==> src/rtl/spram_arb_pkg.sv <==
// Shared types for the single-port byte-enable RAM arbiter.
//   DATA_BYTES : bytes per RAM word (64-bit words)
//   N_PORTS    : number of requesters sharing the RAM
//   rsp_entry_t: one slot of the read-response tracking pipeline
package spram_arb_pkg;

   localparam int unsigned DATA_BYTES = 8;
   localparam int unsigned N_PORTS    = 2;

   typedef logic port_id_t;

   typedef struct packed {
      logic     valid;
      port_id_t id;
   } rsp_entry_t;

endpackage

==> src/rtl/spram_arb_rr.sv <==
// Two-way grant generator for the shared RAM.
// Default build: round-robin. When both ports request, the port named by the
// pointer wins. After every grant the pointer moves to the port that lost.
// With SPRAM_ARB_FIXED_PRIO_EN defined, port 0 always wins, there is no
// pointer, and port 1 can starve.
// Ports:
//   Clk_CI, Rst_RBI : clock, async active-low reset
//   Req_SI[1:0]     : per-port request
//   Gnt_SO[1:0]     : per-port grant, one-hot or zero, combinational
module spram_arb_rr
   import spram_arb_pkg::*;
(
   input  logic               Clk_CI,
   input  logic               Rst_RBI,
   input  logic [N_PORTS-1:0] Req_SI,
   output logic [N_PORTS-1:0] Gnt_SO
);

`ifdef SPRAM_ARB_FIXED_PRIO_EN

   logic unused_clk_rst;
   assign unused_clk_rst = Clk_CI ^ Rst_RBI;

   always_comb begin
      Gnt_SO = '0;
      if (Req_SI[0])
         Gnt_SO = 2'b01;
      else if (Req_SI[1])
         Gnt_SO = 2'b10;
   end

`else

   port_id_t ptr_q, ptr_d;

   always_comb begin
      if (Req_SI == 2'b11)
         Gnt_SO = ptr_q ? 2'b10 : 2'b01;
      else
         Gnt_SO = Req_SI;

      // The pointer moves only on a grant, so idle cycles preserve fairness.
      ptr_d = ptr_q;
      if (Gnt_SO[0])
         ptr_d = 1'b1;
      else if (Gnt_SO[1])
         ptr_d = 1'b0;
   end

   always_ff @(posedge Clk_CI or negedge Rst_RBI) begin
      if (!Rst_RBI)
         ptr_q <= 1'b0;
      else
         ptr_q <= ptr_d;
   end

`endif

endmodule

==> src/rtl/spram_be_arbiter.sv <==
// Arbiter that shares one synchronous single-port N x 64 byte-enable RAM
// (SyncSpRamBeNx64) between two requesters. It grants at most one access per
// cycle and returns each read response, 1+OUT_REGS cycles later, to the port
// that issued the read.
// Build option: SPRAM_ARB_FIXED_PRIO_EN gives port 0 fixed priority
// (see spram_arb_rr).
// Ports:
//   Clk_CI, Rst_RBI            : clock, async active-low reset
//   Req_SI/Gnt_SO              : per-port request / grant; accepted on Req&Gnt
//   WrEn_SI/BEn_SI/WrData_DI/Addr_DI : per-port request fields
//   RValid_SO/RdData_DO        : per-port read-valid pulse, shared read data
//   Ram_*                      : RAM macro interface
module spram_be_arbiter
   import spram_arb_pkg::*;
#(
   parameter int unsigned ADDR_WIDTH = 10,
   parameter int unsigned OUT_REGS   = 0
) (
   input  logic                                  Clk_CI,
   input  logic                                  Rst_RBI,
   input  logic [N_PORTS-1:0]                    Req_SI,
   output logic [N_PORTS-1:0]                    Gnt_SO,
   input  logic [N_PORTS-1:0]                    WrEn_SI,
   input  logic [N_PORTS-1:0][DATA_BYTES-1:0]    BEn_SI,
   input  logic [N_PORTS-1:0][8*DATA_BYTES-1:0]  WrData_DI,
   input  logic [N_PORTS-1:0][ADDR_WIDTH-1:0]    Addr_DI,
   output logic [N_PORTS-1:0]                    RValid_SO,
   output logic [8*DATA_BYTES-1:0]               RdData_DO,
   output logic                                  Ram_CSel_SO,
   output logic                                  Ram_WrEn_SO,
   output logic [DATA_BYTES-1:0]                 Ram_BEn_SO,
   output logic [8*DATA_BYTES-1:0]               Ram_WrData_DO,
   output logic [ADDR_WIDTH-1:0]                 Ram_Addr_DO,
   input  logic [8*DATA_BYTES-1:0]               Ram_RdData_DI
);

   localparam int unsigned LAT = 1 + OUT_REGS;

   logic [N_PORTS-1:0]    gnt;
   port_id_t              sel;
   rsp_entry_t [LAT-1:0]  rsp_q, rsp_d;

   spram_arb_rr i_rr (
      .Clk_CI  (Clk_CI),
      .Rst_RBI (Rst_RBI),
      .Req_SI  (Req_SI),
      .Gnt_SO  (gnt)
   );

   assign Gnt_SO = gnt;

   // Selects port 1 only when it holds the grant. When idle, the RAM mux
   // shows port 0.
   assign sel = gnt[1];

   always_comb begin
      Ram_CSel_SO   = |gnt;
      Ram_WrEn_SO   = WrEn_SI[sel];
      Ram_BEn_SO    = WrEn_SI[sel] ? BEn_SI[sel] : '0;
      Ram_WrData_DO = WrData_DI[sel];
      Ram_Addr_DO   = Addr_DI[sel];
   end

   // Response pipeline matches the RAM read latency. An entry is pushed every
   // cycle; only a granted read carries valid.
   always_comb begin
      rsp_d          = rsp_q;
      rsp_d[0].valid = Ram_CSel_SO & ~Ram_WrEn_SO;
      rsp_d[0].id    = sel;
      for (int unsigned i = 1; i < LAT; i++)
         rsp_d[i] = rsp_q[i-1];
   end

   always_ff @(posedge Clk_CI or negedge Rst_RBI) begin
      if (!Rst_RBI)
         rsp_q <= '0;
      else
         rsp_q <= rsp_d;
   end

   always_comb begin
      RValid_SO                   = '0;
      RValid_SO[rsp_q[LAT-1].id]  = rsp_q[LAT-1].valid;
   end

   assign RdData_DO = Ram_RdData_DI;

endmodule
==> config.mk <==
export PLATFORM = sky130hd
export DESIGN_NAME = spram_be_arbiter
export DESIGN_NICKNAME = d
export VERILOG_FILES = /design/src/rtl/spram_arb_pkg.sv /design/src/rtl/spram_arb_rr.sv /design/src/rtl/spram_be_arbiter.sv
export SDC_FILE = /design/constraint.sdc
export NUM_CORES = 1
export LEC_CHECK = 0
export BUFFER_PORTS_ARGS = -buffer_cell sky130_fd_sc_hd__buf_2
export CORE_AREA = 4 4 149 151
export CTS_CLUSTER_DIAMETER = 60
export DETAILED_ROUTE_END_ITERATION = 10
export DIE_AREA = 0 0 153 155
export PLACE_DENSITY = 0.38
export SKIP_CTS_REPAIR_TIMING = 1
export SYNTH_ARGS = -nofsm -noshare
export SYNTH_HDL_FRONTEND = slang
export SYNTH_SLANG_ARGS = --single-unit
==> constraint.sdc <==
create_clock -name Clk_CI -period 1.5 [get_ports Clk_CI]
set_input_delay 0.15 -clock Clk_CI [delete_from_list [all_inputs] [get_ports Clk_CI]]
set_output_delay 0.15 -clock Clk_CI [all_outputs]
set_load 0.005 [all_outputs]
* Word-level counts from Yosys, hierarchy flattened
Index checks and enable logic that the tools add are counted.
** Word-level totals
- Input bits :: 234
- Register bits after elaboration :: 3
- Output and inout bits :: 152
** Cells by class
- Reduce and logical (&&, ||, !) cells :: 3
- Eq/ne operators :: 1
- Bitwise gates (word level) :: 3
- Multiplexer cells :: 15
- $lt $le $gt $ge :: 3
** Operators by type and width (count)
- 2-to-1 mux 64 bit :: 2
- 2-to-1 mux 8 bit :: 3
- 2-to-1 mux 10 bit :: 2
- 2-to-1 mux 1 bit :: 5
- < comparator 1 x 2 -> 1 bit, second input constant :: 2
- 2-to-1 mux 2 bit :: 2
- bitwise AND 2 bit :: 1
- == test 2 bit, second input constant :: 1
- nonzero test 2 bit :: 1
- OR reduction 2 bit :: 1
- bitwise AND 1 bit :: 1
- demux 1 bit (select 1 bit) :: 1
- >= comparator 1 bit, second input constant :: 1
- logical AND 1 bit :: 1
- inverter 1 bit :: 1

* Depth between registers and ports, before layout
- Word-level depth :: 6
- Depth in mapped cells :: 6
- Mapped depth without buffers :: 4

* Modules after synthesis
A second synthesis with hierarchy kept.
** Unflattened totals
- Cells, all modules :: 175
- Area, all modules :: 1735.4 um^2
** By module, submodules not included
- spram_be_arbiter :: cells an instance 168, area each 1675.4 um^2, instances 1, seq. area each 50.0 um^2
- spram_arb_rr :: cells an instance 7, area each 60.1 um^2, instances 1, seq. area each 25.0 um^2

* Worst setup path before layout
No wires, ideal clock.
- Path type :: reg-to-output
- Start point :: register i_rr.ptr_q
- End point :: output port Ram_Addr_DO[0]
- Arrival time :: 1.177 ns
- Path buffers :: 2
- Path slack :: 0.173 ns
- Cell stages (with the launch flop) :: 6
- Cells stage by stage :: dfrtp_1 nand2b_4 nand2_4 buf_12 buf_12 mux2_4
** Between the ends
- Word-level cells in the longest chain between the ends :: 4
** Ends and longest elaborated chain
- from (decl) :: RTL line spram_arb_rr.sv:34 : port_id_t ptr_q, ptr_d;
- from (signal assigned) :: RTL line spram_arb_rr.sv:54 : ptr_q <= ptr_d;
- 2-to-1 mux 2 bit :: RTL line spram_arb_rr.sv:38 : Gnt_SO = ptr_q ? 2'b10 : 2'b01;
- 2-to-1 mux 2 bit :: RTL line spram_arb_rr.sv:37 : if (Req_SI == 2'b11)
- 2-to-1 mux 10 bit (implied by the code) (2 in series) :: RTL line spram_be_arbiter.sv:61 : Ram_Addr_DO = Addr_DI[sel];
- to (decl) :: RTL line spram_be_arbiter.sv:33 : output logic [ADDR_WIDTH-1:0] Ram_Addr_DO,
Every way passes these cells. The select of a mux whose other input is x is not followed.

* Final worst setup path
- Start point :: register i_rr.ptr_q
- End point :: output port Ram_WrData_DO[26]
** Between the ends
- Word-level cells in the longest chain between the ends :: 4
** Ends and longest elaborated chain
- 2-to-1 mux 2 bit :: RTL line spram_arb_rr.sv:38
- 2-to-1 mux 2 bit :: RTL line spram_arb_rr.sv:37
- 2-to-1 mux 64 bit (implied by the code) (2 in series) :: RTL line spram_be_arbiter.sv:60 : Ram_WrData_DO = WrData_DI[sel];
- to (decl) :: RTL line spram_be_arbiter.sv:32 : output logic [8*DATA_BYTES-1:0] Ram_WrData_DO,
Every way passes these cells. The select of a mux whose other input is x is not followed.

==> results.sh <==
export IMPL_outcome="finished with violations"
export IMPL_violations="setup timing"
export IMPL_worstPathArrival_ps=1540
export IMPL_synth_top_cells_by_area="mux2_4 (45%), buf_4 (24%), buf_12 (7.9%)"
export IMPL_p_clk_share_pct=23.1
export IMPL_grt_max_degree=23
export IMPL_drt_initial_drc_count=59
export IMPL_setup_violations=83
export IMPL_die_width_um=153
export IMPL_cts_tree="built"
export IMPL_crit_type="reg -> out"
export IMPL_max_slew_margin_pct=79.9
export IMPL_yosysWarnings=0
export IMPL_antenna_left=0
export IMPL_rsz0062_at_grt="yes"
export IMPL_clockRootBuffer="clkbuf_16"
export IMPL_yosys_register_bits=3
export IMPL_avgSynthCellArea_sq_um=10.7
export IMPL_pwr_share_comb_pct=71.8
export IMPL_cp_start_kind="register"
export IMPL_die_area_sq_mm=0.0237
export IMPL_ios=386
export IMPL_synth_cell_types=20
export IMPL_finClkSkew_ps=0.0170
export IMPL_grt_ovfl_total=0
export IMPL_fin_crit_ps=1690
export IMPL_end_kind="primary output"
export IMPL_yosys_area_share_simple_pct=4.97
export IMPL_muxShareOfSynthArea_pct=56.0
export IMPL_critPathBufInv=2
export IMPL_fin_cells=669
export IMPL_synth_top_family_by_area="multiplexers"
export IMPL_p_int_mw=1.30
export IMPL_area_delta_synth_final_pct=81.2
export IMPL_p_leak_nw=2.11
export IMPL_dp_hpwl_um=8000
export IMPL_num_antenna_cells=0
export IMPL_met3_length_um=979
export IMPL_clock_latency_ps=220
export IMPL_total_power_mw=1.83
export IMPL_antenna_found_initial=0
export IMPL_drive_gt1_share_pct=90.4
export IMPL_synthAdderAreaFrac_pct=0
export IMPL_core_area_sq_mm=0.0208
export IMPL_wl_met1_um=3450
export IMPL_yosysMostFrequentCell="buf_4"
export IMPL_synth_nets=425
export IMPL_fin_util_pct=17.7
export IMPL_clk_pin_slew_ps=30
export IMPL_yosysTopAreaCellShare_pct=44.9
export IMPL_final_nets=629
export IMPL_final_max_slew_viol_count=0
export IMPL_crit_required_ps=1350
export IMPL_fmax_ghz=0.591
export IMPL_drc=0
export IMPL_wirelength_um=9630
export IMPL_yosysSeqAreaShare_pct=3.68
export IMPL_synth_top_cell_by_area="mux2_4"
export IMPL_maxCapViolCount=0
export IMPL_clock_path_buffers=2
export IMPL_async_reset_ff_share_pct=100
export IMPL_critPathSlowestCell="dfrtp_1"
export IMPL_synthXorXnorAreaFrac_pct=0
export IMPL_path_cells="nand2b_4 -> nand2_8 -> clkbuf_16 -> mux2_4 -> buf_6"
export IMPL_p_sw_share_pct=29.0
export IMPL_initial_utilization_pct=9.79
export IMPL_syn_inst=191
export IMPL_dominantRegCellSynth="dfrtp_1"
export IMPL_crit_family="flip-flops"
export IMPL_place_area_sq_mm=0.00311
export IMPL_syn_cell_area_sq_mm=0.00204
export IMPL_grt_pass1_vias=2127
export IMPL_fin_area_sq_mm=0.00369
export IMPL_firstDrtPassIters=4
export IMPL_dp_cells=656
export IMPL_numCtsBuffers=3
export IMPL_rows=53
export IMPL_cts_max_level=1
export IMPL_vias_per_cell=3.21
export IMPL_reg2reg_setup_slack_ps=260
export IMPL_tightest_slew_ps=300
export IMPL_powerDensity_mw_per_mm2=497
export IMPL_p_seq_share_pct=5.2
export IMPL_dr_total_vias=2149
export IMPL_portBuffers=257
export IMPL_tns_ps=-13030
export IMPL_met2_length_um=5110
export IMPL_grt_usage_pct=6.51
export IMPL_setup_ws_ps=-193
export IMPL_synth_edff_count=0
export IMPL_hold_slack_ps=291
export IMPL_hold_path_class="in -> reg"
export IMPL_cts_sinks=3
export IMPL_critPathMaxFanout=8
export IMPL_synthTopCellsByCount="buf_4 (66), mux2_4 (61), nand2_1 (16)"
export IMPL_hold_viol=0
export IMPL_fillers=2312
export IMPL_drt_wirelength_per_cell_um=14.4
export IMPL_critical_path_max_stage_delay_ps=360
export IMPL_grt_pass1_wl_um=12300
export IMPL_highest_layer="met4"
export IMPL_synth_compound_area_share_pct=1.96
export IMPL_die_y_um=155
export IMPL_p_sw_uw=531
export IMPL_dp_slack_ps=-61.2
export IMPL_fin_crit_sh_pct=113
export IMPL_vdd_drop_max_mv=0.231
export IMPL_gp_congestion=0.772
-- worst reg2reg max path, cell delays in order (launching register included) --
cell,delay (ps)
dfrtp_1,360
nand2b_4,200
nand2_8,150
clkbuf_16,180
inv_2,50
a211oi_2,200
-- state kept, by name, indices dropped and copies added (netlist names) --
| register | cells |
|---|---|
| rsp_q | 2 |
| i_rr.ptr_q | 1 |
-- cell type report --
type	count	area, sq um	share of cell area [%]
flip-flops and latches	3	75.1	2.03
clock buffers	4	78.8	2.13
multi-input cells	109	1360	36.8
inverters	3	11.3	0.305
repair buffers	275	1830	49.5
well taps	275	344	9.32
-- power by group through the flow --
stage,combinational [mW],sequential [mW],clock (mW)
2_1_floorplan,0.729,0.0951,0
3_3_place_gp,1.06,0.0965,0
3_5_place_dp,1.06,0.0973,0
4_1_cts,1.06,0.0964,0.427
5_1_grt,1.41,0.0961,0.437
6_report,1.32,0.0950,0.423
-- layer usage --
metal	vias to the layer above	GRT usage [%]
li1	995	-
met1	953	7.27
met2	183	12.0
met3	18	2.25
met4	0	1.36
met5	-	0
-- worst paths after layout --
kind                                     end  cells past startpoint        from
setup / recovery           Ram_WrData_DO[26]                      5  i_rr.ptr_q
hold / removal                      rsp_q[1]                      2  WrEn_SI[1]
setup reg to reg                    rsp_q[1]                      5  i_rr.ptr_q
hold reg to reg                   i_rr.ptr_q                      3  i_rr.ptr_q
max in group asynchronous         i_rr.ptr_q                      2     Rst_RBI
min in group asynchronous           rsp_q[1]                      2     Rst_RBI
-- layout by cell type, fill, tap and decap left out, drive strengths merged --
cell and count:
mux2 74, mux2i 8, dfrtp 3, nand2 18, nor2 1, clkbuf 8
and2 1, nor2b 1, a21o 1, a211oi 1, nand2b 1, dlygate4sd3 1
buf 270, o21ai 1, inv 3, a21boi 2
-- kinds of logic after synthesis --
logic type / Yosys count
AO/OA/AOI/OAI: 5
multiplexers: 82
AND/OR/NAND/NOR: 21
buffers and inverters: 80
flip-flops: 3
(Power assumes the default switching activity.)
